`src/rtl/normalize_stage.sv`:
```
// Two-stage floating-point normalizer: stage 1 finds the leading-zero count,
// stage 2 shifts left by min(LZ, exponent) and adjusts the exponent.
module normalize_stage #(
  parameter int WIDTH = 32,
  parameter int EXPW  = 8
) (
  input  logic             Clock,
  input  logic             Reset,
  input  logic             InValid,
  output logic             InReady,
  input  logic [WIDTH-1:0] InMant,
  input  logic [EXPW-1:0]  InExp,
  output logic             OutValid,
  input  logic             OutReady,
  output logic [WIDTH-1:0] OutMant,
  output logic [EXPW-1:0]  OutExp,
  output logic             OutZero,
  output logic             OutUnderflow
);

  localparam int LW = $clog2(WIDTH);
  localparam int CW = (EXPW > LW) ? EXPW : LW;

  logic             s1_valid_q;
  logic [WIDTH-1:0] s1_mant_q;
  logic [EXPW-1:0]  s1_exp_q;
  logic [LW-1:0]    s1_lz_q;
  logic             s1_zero_q;

  logic             s2_valid_q;
  logic [WIDTH-1:0] s2_mant_q;
  logic [EXPW-1:0]  s2_exp_q;
  logic             s2_zero_q;
  logic             s2_uf_q;

  logic [LW-1:0]    lz_d;
  logic             zero_d;
  logic             s1_en;
  logic             s2_en;
  logic [CW-1:0]    lz_ext;
  logic [CW-1:0]    exp_ext;
  logic [CW-1:0]    sh;
  logic             clamp;
  logic [WIDTH-1:0] mant_d;
  logic [EXPW-1:0]  exp_d;
  logic             uf_d;

  // Highest set bit wins; an all-zero mantissa is flagged separately.
  always_comb begin
    lz_d = '0;
    for (int unsigned i = 0; i < WIDTH; i++) begin
      if (InMant[i]) lz_d = LW'(WIDTH - 1 - i);
    end
    zero_d = ~|InMant;
  end

  assign s2_en   = !s2_valid_q || OutReady;
  assign s1_en   = !s1_valid_q || s2_en;
  assign InReady = !Reset && s1_en;

  always_comb begin
    lz_ext  = CW'(s1_lz_q);
    exp_ext = CW'(s1_exp_q);
    clamp   = lz_ext > exp_ext;
    sh      = clamp ? exp_ext : lz_ext;
    mant_d  = s1_zero_q ? '0 : (s1_mant_q << sh);
    exp_d   = s1_zero_q ? '0 : (s1_exp_q - EXPW'(sh));
    uf_d    = !s1_zero_q && clamp;
  end

  always_ff @(posedge Clock or posedge Reset) begin
    if (Reset) begin
      s1_valid_q <= 1'b0;
      s1_mant_q  <= '0;
      s1_exp_q   <= '0;
      s1_lz_q    <= '0;
      s1_zero_q  <= 1'b0;
    end else if (s1_en) begin
      s1_valid_q <= InValid;
      if (InValid) begin
        s1_mant_q <= InMant;
        s1_exp_q  <= InExp;
        s1_lz_q   <= lz_d;
        s1_zero_q <= zero_d;
      end
    end
  end

  always_ff @(posedge Clock or posedge Reset) begin
    if (Reset) begin
      s2_valid_q <= 1'b0;
      s2_mant_q  <= '0;
      s2_exp_q   <= '0;
      s2_zero_q  <= 1'b0;
      s2_uf_q    <= 1'b0;
    end else if (s2_en) begin
      s2_valid_q <= s1_valid_q;
      if (s1_valid_q) begin
        s2_mant_q <= mant_d;
        s2_exp_q  <= exp_d;
        s2_zero_q <= s1_zero_q;
        s2_uf_q   <= uf_d;
      end
    end
  end

  assign OutValid     = s2_valid_q;
  assign OutMant      = s2_mant_q;
  assign OutExp       = s2_exp_q;
  assign OutZero      = s2_zero_q;
  assign OutUnderflow = s2_uf_q;

endmodule

```
`config.mk`:
```
export PLATFORM = sky130hd
export DESIGN_NAME = normalize_stage
export DESIGN_NICKNAME = d
export VERILOG_FILES = /design/src/rtl/normalize_stage.sv
export SDC_FILE = /design/constraint.sdc
export NUM_CORES = 1
export LEC_CHECK = 0
export ABC_AREA = 1
export CORE_ASPECT_RATIO = 1.4
export CORE_UTILIZATION = 40
export CTS_CLUSTER_SIZE = 20
export DETAILED_ROUTE_END_ITERATION = 10
export GPL_ROUTABILITY_DRIVEN = 1
export SYNTH_ARGS = -nofsm -noshare
export SYNTH_HDL_FRONTEND = slang
export SYNTH_SLANG_ARGS = --single-unit
```
`constraint.sdc`:
```
create_clock -name Clock -period 6.5 [get_ports Clock]
set_input_delay 1.3 -clock Clock [delete_from_list [all_inputs] [get_ports Clock]]
set_output_delay 1.3 -clock Clock [all_outputs]
set_load 0.02 [all_outputs]
```
* After elaboration in Yosys (flattened, before gate mapping)
Index checks and enable logic that the tools add are counted.
Cells by class: $lt $le $gt $ge 1, add/subtract/negate cells 1, shift operators 1, reductions and logical operators 12, muxes and demuxes 35
Operators with widths (number):
- $mux 5 | 32
- $mux 32 | 1
- $reduce_or 32->1 | 1
- $shl 32x8->32 | 1
- $mux 8 | 2
- $gt 5x8->1 | 1
- $sub 8x8->8 | 1
- $logic_not 1->1 | 5
- $reduce_and 2->1 | 2
- $logic_and 1x1->1 | 2
- $logic_or 1x1->1 | 2
Storage, ports and cells: register bits after elaboration 90, word-level logic and storage cells 60

* Logic depth before layout (Yosys ltp)
depth after elaboration 32, gate-level depth with buffers 33, mapped depth without buffers 33

* Worst setup path after synthesis
No wires, ideal clock.
path type input port to output port, start in Reset, end out InReady, stages on the path 3, required time 5.200 ns, slack 1.682 ns, arrival 3.518 ns, cells stage by stage inv_1 -> nand2_1 -> inv_1
Between the ends: cells in the longest elaborated chain, start to end 2
RTL lines:
- start: declaration | RTL line 8 | input logic Reset,
- $logic_not 1->1 (no line)
- $logic_and 1x1->1 | RTL line 59 | assign InReady = !Reset && s1_en;
- end: declaration | RTL line 10 | output logic InReady,
No other way between the ends.

* Final worst setup path
Same ends and word-level chain as after synthesis.

==> impl_metrics.ini <==
[outcome]
status = finished clean

[global_routing]
grt_pass1_vias = 5001
track_usage_pct = 21.6
grt_max_degree = 67
overflow = 0
antenna_found_initial = 0
grt_pass1_wl_um = 24200

[power]
leakage_nw = 3.18
vdd_drop_max_v = 0.000124
power_density_nw_per_um2 = 356

[floorplan]
rows = 50
die_w_um = 101
io_pins = 88
core_area_sq_um = 13400
initial_core_util_pct = 41.2
die_area_sq_um = 14300
die_y_um = 141

[synth]
ys_seq_area_share_pct = 40.9
synthFlopType = dfrtp_1
syn_inst = 757
syn_nets = 812
synth-edff-count = 0
synth-seq-cells = 90
synth_cell_types = 42
yosysWarnings = 0
synth_area_per_cell_sq_um = 7.28
async_flop_share_pct = 100
synth_area_sq_um = 5510

[sta]
relSlewSlack_pct = 34.7
max_freq_mhz = 226
finalCritPeriodShare_pct = 68.0
finalHoldViolCount = 0
fin_tns_setup_ns = 0
tightest_slew_ns = 0.976
setup_viol = 0
fin_skew_ns = 0.00850
grt_setup_unrepaired = no
hold_ws_ns = 0.482
timing.final.crit_period_ns = 4.42
drv_slew = 0

[clock_tree]
ctsHoldBuffers = 0
cts_root_buf = clkbuf_16
htree_levels = 3
cts_tree = yes
numCtsBuffers = 9
post_cts_buffers = 0
cts_sinks = 90
clk_pin_slew_ns = 0.06
clk_latency_ns = 0.35
post_cts_resized = 0
clockBufferDepth = 2

[worst_setup_path]
start_kind = input pin
cp_common_cell = clkdlybuf4s50_1
cp_data_arrival_time_ns = 3.12
crit_type = input pin to primary output
cpLargestDelayFamily = buffers and inverters
slowest_delay_ns = 0.53
crit_path_end_kind = primary output
crit_slowest_cell = clkdlybuf4s50_1
critPathMaxFanout = 40
crit_buf_inv = 4
required_ns = 5.20
cp_cell_sequence = clkdlybuf4s50_1, clkinv_2, nand2_1, inv_1, clkdlybuf4s50_1

[cells_and_area]
nFillCells = 1396
antennaDiodeCount = 0
area_growth_pct = 22.4
regArea_sq_um = 2250
layout_commonest_cell = nand2_1
layout.nets = 875
most-common-layout-cells = nand2_1, dfrtp_1, clkdlybuf4s50_1
layout-drive-gt1-share_pct = 5.70
multi_input_area_sq_um = 2730

[route]
wl_um = 14300
ant_nets = 0
wl_per_cell_um = 14.2
drc = 0
vias = 5078
drtIter0Drc = 178
viasPerCell = 5.04
drtPass1Iterations = 5

[place]
gp_congestion = 0.895
portBuffers = 87
dp_hpwl_um = 11100

[min_path]
worstHoldPathType = flip-flop to flip-flop

[job]
drv_cap = 0
per-stage QoR:
step	utilization [%]	instance area, sq um	setup WS (ns)	total power [mW]	std cells
2_1_floorplan	-	5510	1.68	1.47	757
3_3_place_gp	48.2	6450	2.01	1.88	991
3_5_place_dp	48.2	6450	1.98	1.90	991
4_1_cts	50.4	6750	1.99	2.42	1007
5_1_grt	50.4	6750	1.86	2.56	1007
6_report	50.4	6750	2.08	2.40	1007
worst register-to-register path: stages (launching register included):
cell and delay [ns]:
dfrtp_1 0.49, inv_1 0.10, ha_1 0.30, nand3_1 0.09
nor2_1 0.05, nor4_2 0.17, nand2_2 0.27, o21ai_4 0.76
ha_1 0.42, nand2_1 0.08, nor2_1 0.04, a211oi_1 0.26
nor2_1 0.10, o21ai_0 0.18, nand2_1 0.11, nor3_1 0.21
xnor2_1 0.14, o21ai_0 0.08
state kept, by name, summed over array words and instances (netlist names):
| register | flops |
|---|---|
| OutValid | 1 |
| s1_mant_q | 32 |
| OutMant | 32 |
| s1_zero_q | 1 |
| s1_valid_q | 1 |
| OutZero | 1 |
| exp_ext | 8 |
| OutUnderflow | 1 |
| OutExp | 8 |
| s1_lz_q | 5 |
per-layer routing:
layer	vias to the layer above	track usage [%]	share of wire, %
li1	2606	-	-
met3	18	2.38	2.5
met2	81	37.5	51
met4	0	8.16	2.2
met1	2373	27.3	45
met5	-	0	0
final cells by class:
type | count | share of cell area, %
Multi-Input combinational cell | 538 | 40.4
Sequential cell | 90 | 33.4
Timing Repair Buffer | 92 | 13.5
Inverter | 89 | 5.01
Clock buffer | 11 | 3.60
Tap cell | 182 | 3.37
Clock inverter | 5 | 0.797
cell usage after synthesis, types with 7 or more instances:
| cell | instances | area [sq um] |
|---|---|---|
| buf_2 | 8 | 40.0 |
| a32o_1 | 8 | 80.1 |
| inv_1 | 82 | 308 |
| nor2_1 | 28 | 105 |
| clkbuf_1 | 23 | 86.3 |
| o21ai_2 | 12 | 105 |
| ha_1 | 10 | 125 |
| nand3_1 | 21 | 105 |
| o22ai_1 | 7 | 43.8 |
| o21ai_1 | 47 | 235 |
| nand2_1 | 259 | 972 |
| mux2i_1 | 7 | 70.1 |
| o21ai_0 | 83 | 415 |
| o221ai_1 | 7 | 61.3 |
| o211ai_1 | 9 | 67.6 |
| dfrtp_1 | 90 | 2250 |
power breakdown:
group,switching [mW],total (mW),internal [mW]
Sequential,0.102,0.818,0.716
Clock,0.215,0.522,0.307
Combinational,0.621,1.06,0.440
Total,0.938,2.40,1.46
path summary, 6_finish.rpt:
| check | cells past startpoint | slack (ns) | to | start |
|---|---|---|---|---|
| hold / removal | 2 | 0.48 | s1_mant_q[2]$_DFFE_PP0P_ | s1_mant_q[2]$_DFFE_PP0P_ |
| min in group asynchronous | 2 | 1.36 | s1_valid_q$_DFFE_PP0N_ | Reset |
| setup reg to reg | 17 | 2.51 | OutExp[7]$_DFFE_PP0P_ | exp_ext[1]$_DFFE_PP0P_ |
| setup / recovery | 5 | 2.08 | InReady | Reset |
| hold reg to reg | 2 | 0.48 | s1_mant_q[2]$_DFFE_PP0P_ | s1_mant_q[2]$_DFFE_PP0P_ |
| max in group asynchronous | 3 | 4.03 | s1_mant_q[2]$_DFFE_PP0P_ | Reset |
kinds of logic (layout without fill, tap and decap cells):
group	count (synthesis)	after routing	share of synthesized area (%)
and+or+nand+nor	319	319	22.8
AOI/OAI and AO/OA	197	197	21.9
buffers and inverters	129	197	9.90
DFF	90	90	40.9
adders and majority gates	11	11	2.63
muxes	7	7	1.27
xor gates and xnor gates	4	4	0.636
(Power assumes the default switching activity.)
